### config.mk
export PLATFORM = sky130hd
export DESIGN_NAME = cache_axi_arbiter
export DESIGN_NICKNAME = d
export VERILOG_FILES = /design/src/rtl/cache_axi_arbiter.sv
export SDC_FILE = /design/constraint.sdc
export NUM_CORES = 1
export LEC_CHECK = 0
export ABC_AREA = 1
export CAP_MARGIN = 0
export CORE_AREA = 2 2 255 257
export CTS_BUF_LIST = sky130_fd_sc_hd__clkbuf_2 sky130_fd_sc_hd__clkbuf_4 sky130_fd_sc_hd__clkbuf_8
export DETAILED_ROUTE_END_ITERATION = 6
export DIE_AREA = 0 0 257 259
export GPL_ROUTABILITY_DRIVEN = 0
export MAX_ROUTING_LAYER = met4
export PLACE_DENSITY = 0.66
export SYNTH_ARGS = -nofsm -noshare
export SYNTH_HDL_FRONTEND = slang
export SYNTH_SLANG_ARGS = --single-unit
### constraint.sdc
create_clock -name clk -period 5.1 [get_ports clk]
set_clock_uncertainty 0.1 [all_clocks]
set_input_delay 0.765 -clock clk [delete_from_list [all_inputs] [get_ports clk]]
set_output_delay 0.765 -clock clk [all_outputs]
set_load 0.02 [all_outputs]
### src/rtl/cache_axi_arbiter.sv
// Shares one AXI4 master port between icache line refills, dcache line refills and dcache write-backs.
// Reads and writes run as two independent FSMs so a write-back can overlap an icache refill.
//
// Ports:
//   clk, rst                          clock; synchronous active-low reset
//   inst_ren_i/inst_araddr_i          icache refill request (level) and miss address
//   inst_rvalid_o/inst_rdata_o        icache refill done pulse and line
//   data_ren_i/data_araddr_i          dcache refill request (level) and miss address
//   data_rvalid_o/data_rdata_o        dcache refill done pulse and line
//   data_wen_i/data_awaddr_i/_wdata_i dcache write-back request, address and line
//   data_bvalid_o                     write-back done pulse
//   axi_ar*/axi_r*                    AXI read address and read data channels
//   axi_aw*/axi_w*/axi_b*             AXI write address, write data and response channels
module cache_axi_arbiter #(
    parameter int LINE_WORDS = 4,
    parameter int STARVE_MAX = 2
) (
    input  logic                     clk,
    input  logic                     rst,
    input  logic                     inst_ren_i,
    input  logic [31:0]              inst_araddr_i,
    output logic                     inst_rvalid_o,
    output logic [LINE_WORDS*32-1:0] inst_rdata_o,
    input  logic                     data_ren_i,
    input  logic [31:0]              data_araddr_i,
    output logic                     data_rvalid_o,
    output logic [LINE_WORDS*32-1:0] data_rdata_o,
    input  logic                     data_wen_i,
    input  logic [31:0]              data_awaddr_i,
    input  logic [LINE_WORDS*32-1:0] data_wdata_i,
    output logic                     data_bvalid_o,
    output logic                     axi_arvalid_o,
    output logic [31:0]              axi_araddr_o,
    output logic [7:0]               axi_arlen_o,
    input  logic                     axi_arready_i,
    input  logic                     axi_rvalid_i,
    input  logic [31:0]              axi_rdata_i,
    input  logic                     axi_rlast_i,
    output logic                     axi_rready_o,
    output logic                     axi_awvalid_o,
    output logic [31:0]              axi_awaddr_o,
    output logic [7:0]               axi_awlen_o,
    input  logic                     axi_awready_i,
    output logic                     axi_wvalid_o,
    output logic [31:0]              axi_wdata_o,
    output logic                     axi_wlast_o,
    output logic [3:0]               axi_wstrb_o,
    input  logic                     axi_wready_i,
    input  logic                     axi_bvalid_i,
    output logic                     axi_bready_o
);

    localparam int LW = LINE_WORDS * 32;
    localparam int BW = $clog2(LINE_WORDS);
    localparam int OB = BW + 2;
    localparam int SW = $clog2(STARVE_MAX + 2);
    localparam logic [BW-1:0] LAST = BW'(LINE_WORDS - 1);
    localparam logic [SW-1:0] SMAX = SW'(STARVE_MAX);

    typedef enum logic [1:0] {R_IDLE, R_AR, R_DATA} rstate_t;
    typedef enum logic [1:0] {W_IDLE, W_AW, W_DATA, W_RESP} wstate_t;

    rstate_t r_rstate, w_rstate_nxt;
    wstate_t r_wstate, w_wstate_nxt;

    logic          r_rgnt_d;
    logic [31:0]   r_raddr;
    logic [BW-1:0] r_rbeat;
    logic [SW-1:0] r_starve;
    logic [LW-1:0] r_inst_rdata;
    logic [LW-1:0] r_data_rdata;
    logic          r_inst_rvalid;
    logic          r_data_rvalid;
    logic [31:0]   r_waddr;
    logic [LW-1:0] r_wbuf;
    logic [BW-1:0] r_wbeat;
    logic          r_bvalid;

    logic [31:0] w_i_line, w_d_line, w_aw_line;
    logic w_raw, w_rhold, w_i_elig, w_d_elig, w_i_win;
    logic w_rgrant, w_rbeat_en, w_rdone;
    logic w_wstart, w_wbeat_en, w_bdone;
    logic w_unused;

    assign w_i_line  = {inst_araddr_i[31:OB], {OB{1'b0}}};
    assign w_d_line  = {data_araddr_i[31:OB], {OB{1'b0}}};
    assign w_aw_line = {data_awaddr_i[31:OB], {OB{1'b0}}};
    assign w_unused  = ^{axi_rlast_i, inst_araddr_i[OB-1:0],
                         data_araddr_i[OB-1:0], data_awaddr_i[OB-1:0]};

    // A dcache read of the line being written back would fetch stale memory.
    assign w_raw    = (r_wstate != W_IDLE) && (w_d_line == r_waddr);
    // No grant while a done pulse is out: the requester still shows the old request.
    assign w_rhold  = r_inst_rvalid | r_data_rvalid;
    assign w_i_elig = inst_ren_i && !w_rhold;
    assign w_d_elig = data_ren_i && !w_rhold && !w_raw;
    assign w_i_win  = w_i_elig && (!w_d_elig || r_starve >= SMAX);

    always_comb begin
        w_rstate_nxt  = r_rstate;
        w_rgrant      = 1'b0;
        w_rbeat_en    = 1'b0;
        w_rdone       = 1'b0;
        axi_arvalid_o = 1'b0;
        axi_rready_o  = 1'b0;
        unique case (r_rstate)
            R_IDLE: begin
                if (w_i_elig || w_d_elig) begin
                    w_rgrant     = 1'b1;
                    w_rstate_nxt = R_AR;
                end
            end
            R_AR: begin
                axi_arvalid_o = 1'b1;
                if (axi_arready_i) w_rstate_nxt = R_DATA;
            end
            R_DATA: begin
                axi_rready_o = 1'b1;
                if (axi_rvalid_i) begin
                    w_rbeat_en = 1'b1;
                    if (r_rbeat == LAST) begin
                        w_rdone      = 1'b1;
                        w_rstate_nxt = R_IDLE;
                    end
                end
            end
            default: w_rstate_nxt = R_IDLE;
        endcase
    end

    always_comb begin
        w_wstate_nxt  = r_wstate;
        w_wstart      = 1'b0;
        w_wbeat_en    = 1'b0;
        w_bdone       = 1'b0;
        axi_awvalid_o = 1'b0;
        axi_wvalid_o  = 1'b0;
        axi_wlast_o   = 1'b0;
        axi_bready_o  = 1'b0;
        unique case (r_wstate)
            W_IDLE: begin
                if (data_wen_i && !r_bvalid) begin
                    w_wstart     = 1'b1;
                    w_wstate_nxt = W_AW;
                end
            end
            W_AW: begin
                axi_awvalid_o = 1'b1;
                if (axi_awready_i) w_wstate_nxt = W_DATA;
            end
            W_DATA: begin
                axi_wvalid_o = 1'b1;
                axi_wlast_o  = (r_wbeat == LAST);
                if (axi_wready_i) begin
                    w_wbeat_en = 1'b1;
                    if (r_wbeat == LAST) w_wstate_nxt = W_RESP;
                end
            end
            W_RESP: begin
                axi_bready_o = 1'b1;
                if (axi_bvalid_i) begin
                    w_bdone      = 1'b1;
                    w_wstate_nxt = W_IDLE;
                end
            end
            default: w_wstate_nxt = W_IDLE;
        endcase
    end

    always_ff @(posedge clk) begin
        if (!rst) begin
            r_rstate <= R_IDLE;
            r_wstate <= W_IDLE;
        end else begin
            r_rstate <= w_rstate_nxt;
            r_wstate <= w_wstate_nxt;
        end
    end

    always_ff @(posedge clk) begin
        if (!rst) begin
            r_rgnt_d      <= 1'b0;
            r_raddr       <= '0;
            r_rbeat       <= '0;
            r_starve      <= '0;
            r_inst_rdata  <= '0;
            r_data_rdata  <= '0;
            r_inst_rvalid <= 1'b0;
            r_data_rvalid <= 1'b0;
        end else begin
            r_inst_rvalid <= w_rdone && !r_rgnt_d;
            r_data_rvalid <= w_rdone && r_rgnt_d;
            // Counts dcache grants taken while the icache is kept waiting.
            if (!inst_ren_i) begin
                r_starve <= '0;
            end else if (w_rgrant) begin
                if (w_i_win) r_starve <= '0;
                else if (r_starve < SMAX) r_starve <= r_starve + SW'(1);
            end
            if (w_rgrant) begin
                r_rgnt_d <= !w_i_win;
                r_raddr  <= w_i_win ? w_i_line : w_d_line;
            end
            // Beat counter wraps to 0 after the last word (power-of-two line).
            if (w_rbeat_en) begin
                r_rbeat <= r_rbeat + BW'(1);
                if (r_rgnt_d) r_data_rdata[{r_rbeat, 5'b0} +: 32] <= axi_rdata_i;
                else          r_inst_rdata[{r_rbeat, 5'b0} +: 32] <= axi_rdata_i;
            end
        end
    end

    always_ff @(posedge clk) begin
        if (!rst) begin
            r_waddr  <= '0;
            r_wbuf   <= '0;
            r_wbeat  <= '0;
            r_bvalid <= 1'b0;
        end else begin
            r_bvalid <= w_bdone;
            if (w_wstart) begin
                r_waddr <= w_aw_line;
                r_wbuf  <= data_wdata_i;
            end
            if (w_wbeat_en) r_wbeat <= r_wbeat + BW'(1);
        end
    end

    assign axi_araddr_o  = r_raddr;
    assign axi_arlen_o   = 8'(LINE_WORDS - 1);
    assign axi_awaddr_o  = r_waddr;
    assign axi_awlen_o   = 8'(LINE_WORDS - 1);
    assign axi_wdata_o   = r_wbuf[{r_wbeat, 5'b0} +: 32];
    assign axi_wstrb_o   = 4'b1111;
    assign inst_rvalid_o = r_inst_rvalid;
    assign inst_rdata_o  = r_inst_rdata;
    assign data_rvalid_o = r_data_rvalid;
    assign data_rdata_o  = r_data_rdata;
    assign data_bvalid_o = r_bvalid;

endmodule

Word level (Yosys, flattened, before mapping)
Cells that the tools add are included.
- register bits after elaboration: 458
- input port bits: 267
- output and inout port bits: 381
- word-level logic and storage cells: 103
- $add $sub $neg: 4
- order comparisons: 2
- equal/unequal tests: 17
- shifts and indexed selects: 3
- multiplexer cells: 34
- bitwise logic cells: 2
- reductions and logical operators: 27
- operators with widths (cell ; count):
    $bwmux 128 ; 2
    $shift 32x9->128 const A ; 1
    $shiftx 128x8->32 ; 1
    $shiftx 32x9->128 ; 1
    $mux 32 ; 1
    $eq 28x28->1 ; 1
    $mux 2 ; 11
    $mux 1 ; 18
    $ne 2x2->1 const B ; 9
    $eq 2x2->1 const B ; 5
    $reduce_and 2->1 ; 5
    $neg 7->9 ; 1
    $logic_and 1x1->1 ; 8
    $pmux 2 s4 ; 1
    $add 2x1->2 const B ; 3
    $logic_not 1->1 ; 6
    $pmux 2 s3 ; 1
    $reduce_and 5->1 ; 1
    $eq 2x1->1 const B ; 2
    $logic_not 2->1 ; 2
    $reduce_and 4->1 ; 1
    $reduce_bool 2->1 ; 2
    $ge 2x2->1 const B ; 1
    $logic_or 1x1->1 ; 2
    other kinds (3) ; 3

Logic depth before layout (Yosys ltp)
- depth in word-level cells: 9
- depth in mapped cells: 17
- gate-level depth less buffers: 16

Least setup slack after synthesis
No wires, ideal clock.
- path kind: register to output
- from: reg r_wbeat[0]
- to: out axi_wdata_o[0]
- arrival: 1.480 ns
- required time: 4.235 ns
- setup slack: 2.755 ns
- stages on the path, launching flop included: 7
- buffers on the path: 3
- path through: dfxtp_1 > clkbuf_1 > inv_2 > clkbuf_1 > clkbuf_1 > nand2_1 > a21oi_1
- cells in the longest elaborated chain, start to end: 1
- ends and longest elaborated chain (item ; line ; source):
    start, declared ; 76 ; logic [BW-1:0] r_wbeat;
    start signal, assigned ; 225 ; if (w_wbeat_en) r_wbeat <= r_wbeat + BW'(1);
    $shiftx 128x8->32 ; 233 ; assign axi_wdata_o = r_wbuf[{r_wbeat, 5'b0} +: 32];
    end, declared ; 45 ; output logic [31:0] axi_wdata_o,
No other way between the ends.

Final worst setup path
- from: reg r_wbeat[0]
- to: out axi_wdata_o[15]
The elaborated chain is that of the path after synthesis.

==> summary by stage <==
Run status
The run finished with clean final reports.

Power
In this run the power density over the cells is 386 mW/mm2. The combinational cell fraction of total power is 0.250. The cell-internal power is 6.99 mW. The analysis attributes to cell leakage a power of 10.7 nW.

The part of the total power dissipated in the clock network is 0.350. The share of total power dissipated in sequential elements is 0.400. The analysis attributes to net switching a power of 3.49 mW.

The worst-case IR drop observed on VDD is 0.199 mV. The switching portion of total power is 0.333.

Synth
The average footprint of a synthesized cell is 7.27 um2. Among all flip-flop cells after synthesis, the most frequent one is dfxtp_1. In the synthesized netlist, the cells that appear most often are a21oi_1 (469), dfxtp_1 (454), nand2_1 (368).

During synthesis, Yosys emitted a total of 0 warnings. The sequential-to-total area share from yosys stat is 0.480. The share of synthesized flip-flops with an asynchronous set or reset is 0. The cell type with the largest total area after synthesis is dfxtp_1.

The synthesized area is between 0.015 and 0.02 mm2. The post-synthesis sequential element count is around 450. Ranked by total cell area, the synthesized netlist is headed by dfxtp_1 (48%), a21oi_1 (12%), o21ai_0 (8.6%), nand2_1 (7.3%), inv_1 (6.7%). In the synthesized netlist, the number of instances is 2,608. The most repeated cell in the gate-level netlist after synthesis is a21oi_1. The synthesized design contains 0 enable-type register cells. The share of the synthesized area in the top cell type is 0.480.

The unique cell type count in the Yosys netlist is 35.

Critical path
The type of destination of the critical path is a primary output. The critical path's largest stage delay is ~0.67 ns. Data on the critical path is required at its endpoint by 4.24 ns.

The endpoint arrival time on the critical path is 3.30 ns. In this run the critical register-to-register path is launched from r_rbeat[0]$_SDFFE_PN0P_. The category of the worst setup path launch point is a flip-flop. The critical path class is reg -> out.

The slowest library cell on the worst path is clkdlybuf4s50_1. The highest fanout seen on the critical path is 51. Counting both buffers and inverters, the worst setup path holds a total of 4.

The register-to-register setup slack is 1.70 ns. Broken down by cell family, the worst path's largest delay share belongs to buffers and inverters. The signal on the critical path passes through buf_4 > inv_2 > buf_12 > o21ai_0 > a21oi_1 > a21oi_1 > clkdlybuf4s50_1. The most numerous cell type found on the critical path is a21oi_1. The beginning of the critical path is r_wbeat[0]$_SDFFE_PN0P_.

Floorplan
The die is 259 um tall. The die footprint is 0.0666 mm2. The initialized floorplan defines 93 standard-cell rows. The die extent in x is 257 um.

Pin placement for this block handled about 650 I/O pins. The initial core utilization is 0.297. The placeable core area is 0.0639 mm2.

Timing
The measured slew at the worst slew-check pin is approximately 1.2 ns. After layout, the worst setup slack is 0.940 ns. The max-slew violation total from the final report is 0.

Setup violations remaining at the end of the flow were counted as 0. For the finished layout, the period the worst path requires is about 4.2 ns. Setup repair after global routing left no endpoint under its margin. The remaining max-slew budget at the tightest pin is 0.229. Setup total negative slack on the finished layout was measured at 0 ns.

The final worst-path cycle share is 0.816. Static timing analysis puts the maximum clock frequency at 240 MHz. The number of hold violations in the final report is 0.

Clocking
The clock tree root buffer cell is clkbuf_8. The maximum number of buffers from clock root to sink is 3. The clock sink count is 454.

Post-CTS timing repair inserted 0 buffers for setup. TritonCTS built the clock tree. For this design, the CTS-stage hold fixing added 0 buffers.

In this run, CTS created clock tree buffers numbering 83. The number of H-tree levels is 3. The number of instances resized during post-cts repair is 0. The later pin in the worst-skew pair is clocked with a latency of 0.71 ns. After clock tree synthesis, the clock-pin slew on the worst setup and hold paths is 0.06 ns.

Routing
The iteration count of the initial detailed-routing pass is 5. The count of nets left with antenna violations once routing finished came out at 0. After detailed routing, the average wire length per cell comes to about 19 um. After the first detailed-routing iteration, the DRC count stood at 1,572. After detailed routing, the number of vias per cell comes to 4.73. The total wire length after detailed routing is 77.8 mm.

After detailed routing, the number of remaining DRC violations is 0. Detailed routing inserted a total of 19,100 vias.

Global route
The first global-routing pass estimated ~110 mm of wire. The number of antenna violations at the first check in global routing was 7. The number of global-route vias before repair was 17,500. The total congestion overflow after global routing is 0.

The maximum number of pins on one net before global-route repair is about 120. The total global-route track usage is 0.228.

Finish
The share of final-layout standard cells stronger than drive strength 1 is 0.0643. Compared with the post-synthesis result, the final layout area differs by 43.1%. The number of fill cells in the layout is roughly 6,400. The final core area utilization is 0.425. The net count of the finished layout is 3,412.

Worst hold path
The path category of the worst min-delay check is reg -> reg. The startpoint of the most critical hold path is r_wbuf[84]$_SDFFE_PN0P_.

Place
The HPWL after detailed placement is 55.9 mm. The port buffer count is 606. The post-placement worst setup slack is between 1 and 1.5 ns.

Job
Across the run, the number of max-cap violations was 0.
## cell families (layout without fill, tap and decap cells)
family | after synthesis | after routing | synth area share
compound gates | 830 | 830 | 0.222
simple gates | 737 | 737 | 0.163
buf+inv | 567 | 1120 | 0.125
flops | 454 | 454 | 0.480
fa+ha+maj | 11 | 11 | 0.00726
xor+xnor | 7 | 7 | 0.00324
other cells | 2 | 34 | 0.000396
## placed cells by master (no fill, tap or decap), types with 12 or more instances in the layout
cell / n
dfxtp_1: 454
a21oi_1: 469
buf_4: 20
nor3_1: 64
nor2_1: 223
clkbuf_4: 25
inv_2: 12
a211oi_1: 16
o21ai_0: 325
clkdlybuf4s50_1: 605
clkbuf_8: 102
inv_1: 337
o21ai_1: 15
nand3_1: 53
nand2_1: 368
conb_1: 28
## per-layer routing
layer	wire, um	track usage	vias to the layer above
li1	-	-	9395
met1	31600	0.270	8784
met2	35400	0.351	799
met3	7390	0.0746	161
met4	3480	0.107	0
met5	0	-	-
## worst reg2reg max path, delay by kind of cell, from the launching register on
kind / cells / cell delay (ns)
AOI/OAI and AO/OA: 1 / 0.16
adders and majority gates: 1 / 0.36
buffers and inverters: 4 / 1.15
DFF: 1 / 0.31
and+or+nand+nor: 3 / 1.22
## power by group through the flow
stage / clock network, mW / logic, mW / registers, mW
detailed placement: 0 / 2.59 / 4.26
global placement: 0 / 2.58 / 4.25
finish: 3.67 / 2.61 / 4.20
global route: 3.91 / 2.84 / 4.24
CTS: 3.74 / 2.60 / 4.19
floorplan: 0 / 1.36 / 4.32
## path summary, 6_finish.rpt
path,end,cells past startpoint
worst min register to register,r_wbuf[84]$_SDFFE_PN0P_,2
worst max register to register,inst_rdata_o[48]$_SDFFE_PN0P_,9
worst min-delay path,r_wbuf[84]$_SDFFE_PN0P_,2
worst max-delay path,axi_wdata_o[15],7
## per-stage QoR
step | total power, mW | area [um2] | hold slack [ns] | std cells
floorplan | 5.68 | 19000 | 0.324 | 2634
global placement | 6.83 | 25400 | 0.333 | 3904
detailed placement | 6.86 | 25400 | 0.337 | 3904
finish | 10.5 | 27100 | 0.342 | 4048
global route | 11.0 | 27100 | 0.359 | 4048
CTS | 10.5 | 27100 | 0.346 | 4042
## sequential cells by signal, indices dropped and copies added (netlist names)
name           cells
r_rgnt_d           1
r_rbeat            2
data_rdata_o     128
r_rstate           2
data_rvalid_o      1
inst_rvalid_o      1
r_wbeat            2
axi_araddr_o      28
inst_rdata_o     128
r_wstate           2
r_wbuf           128
data_bvalid_o      1
axi_awaddr_o      28
r_starve           2
## cell type report
type,count,area (um2),area share
multi-input cells,1613,7620,0.281
inverters,353,1330,0.0491
diodes,6,15.0,0.000554
flip-flops and latches,454,9090,0.335
well taps,855,1070,0.0394
clock buffers,127,1590,0.0587
repair buffers,629,6280,0.231
clock inverters,11,135,0.00498
(Power assumes the default switching activity.)
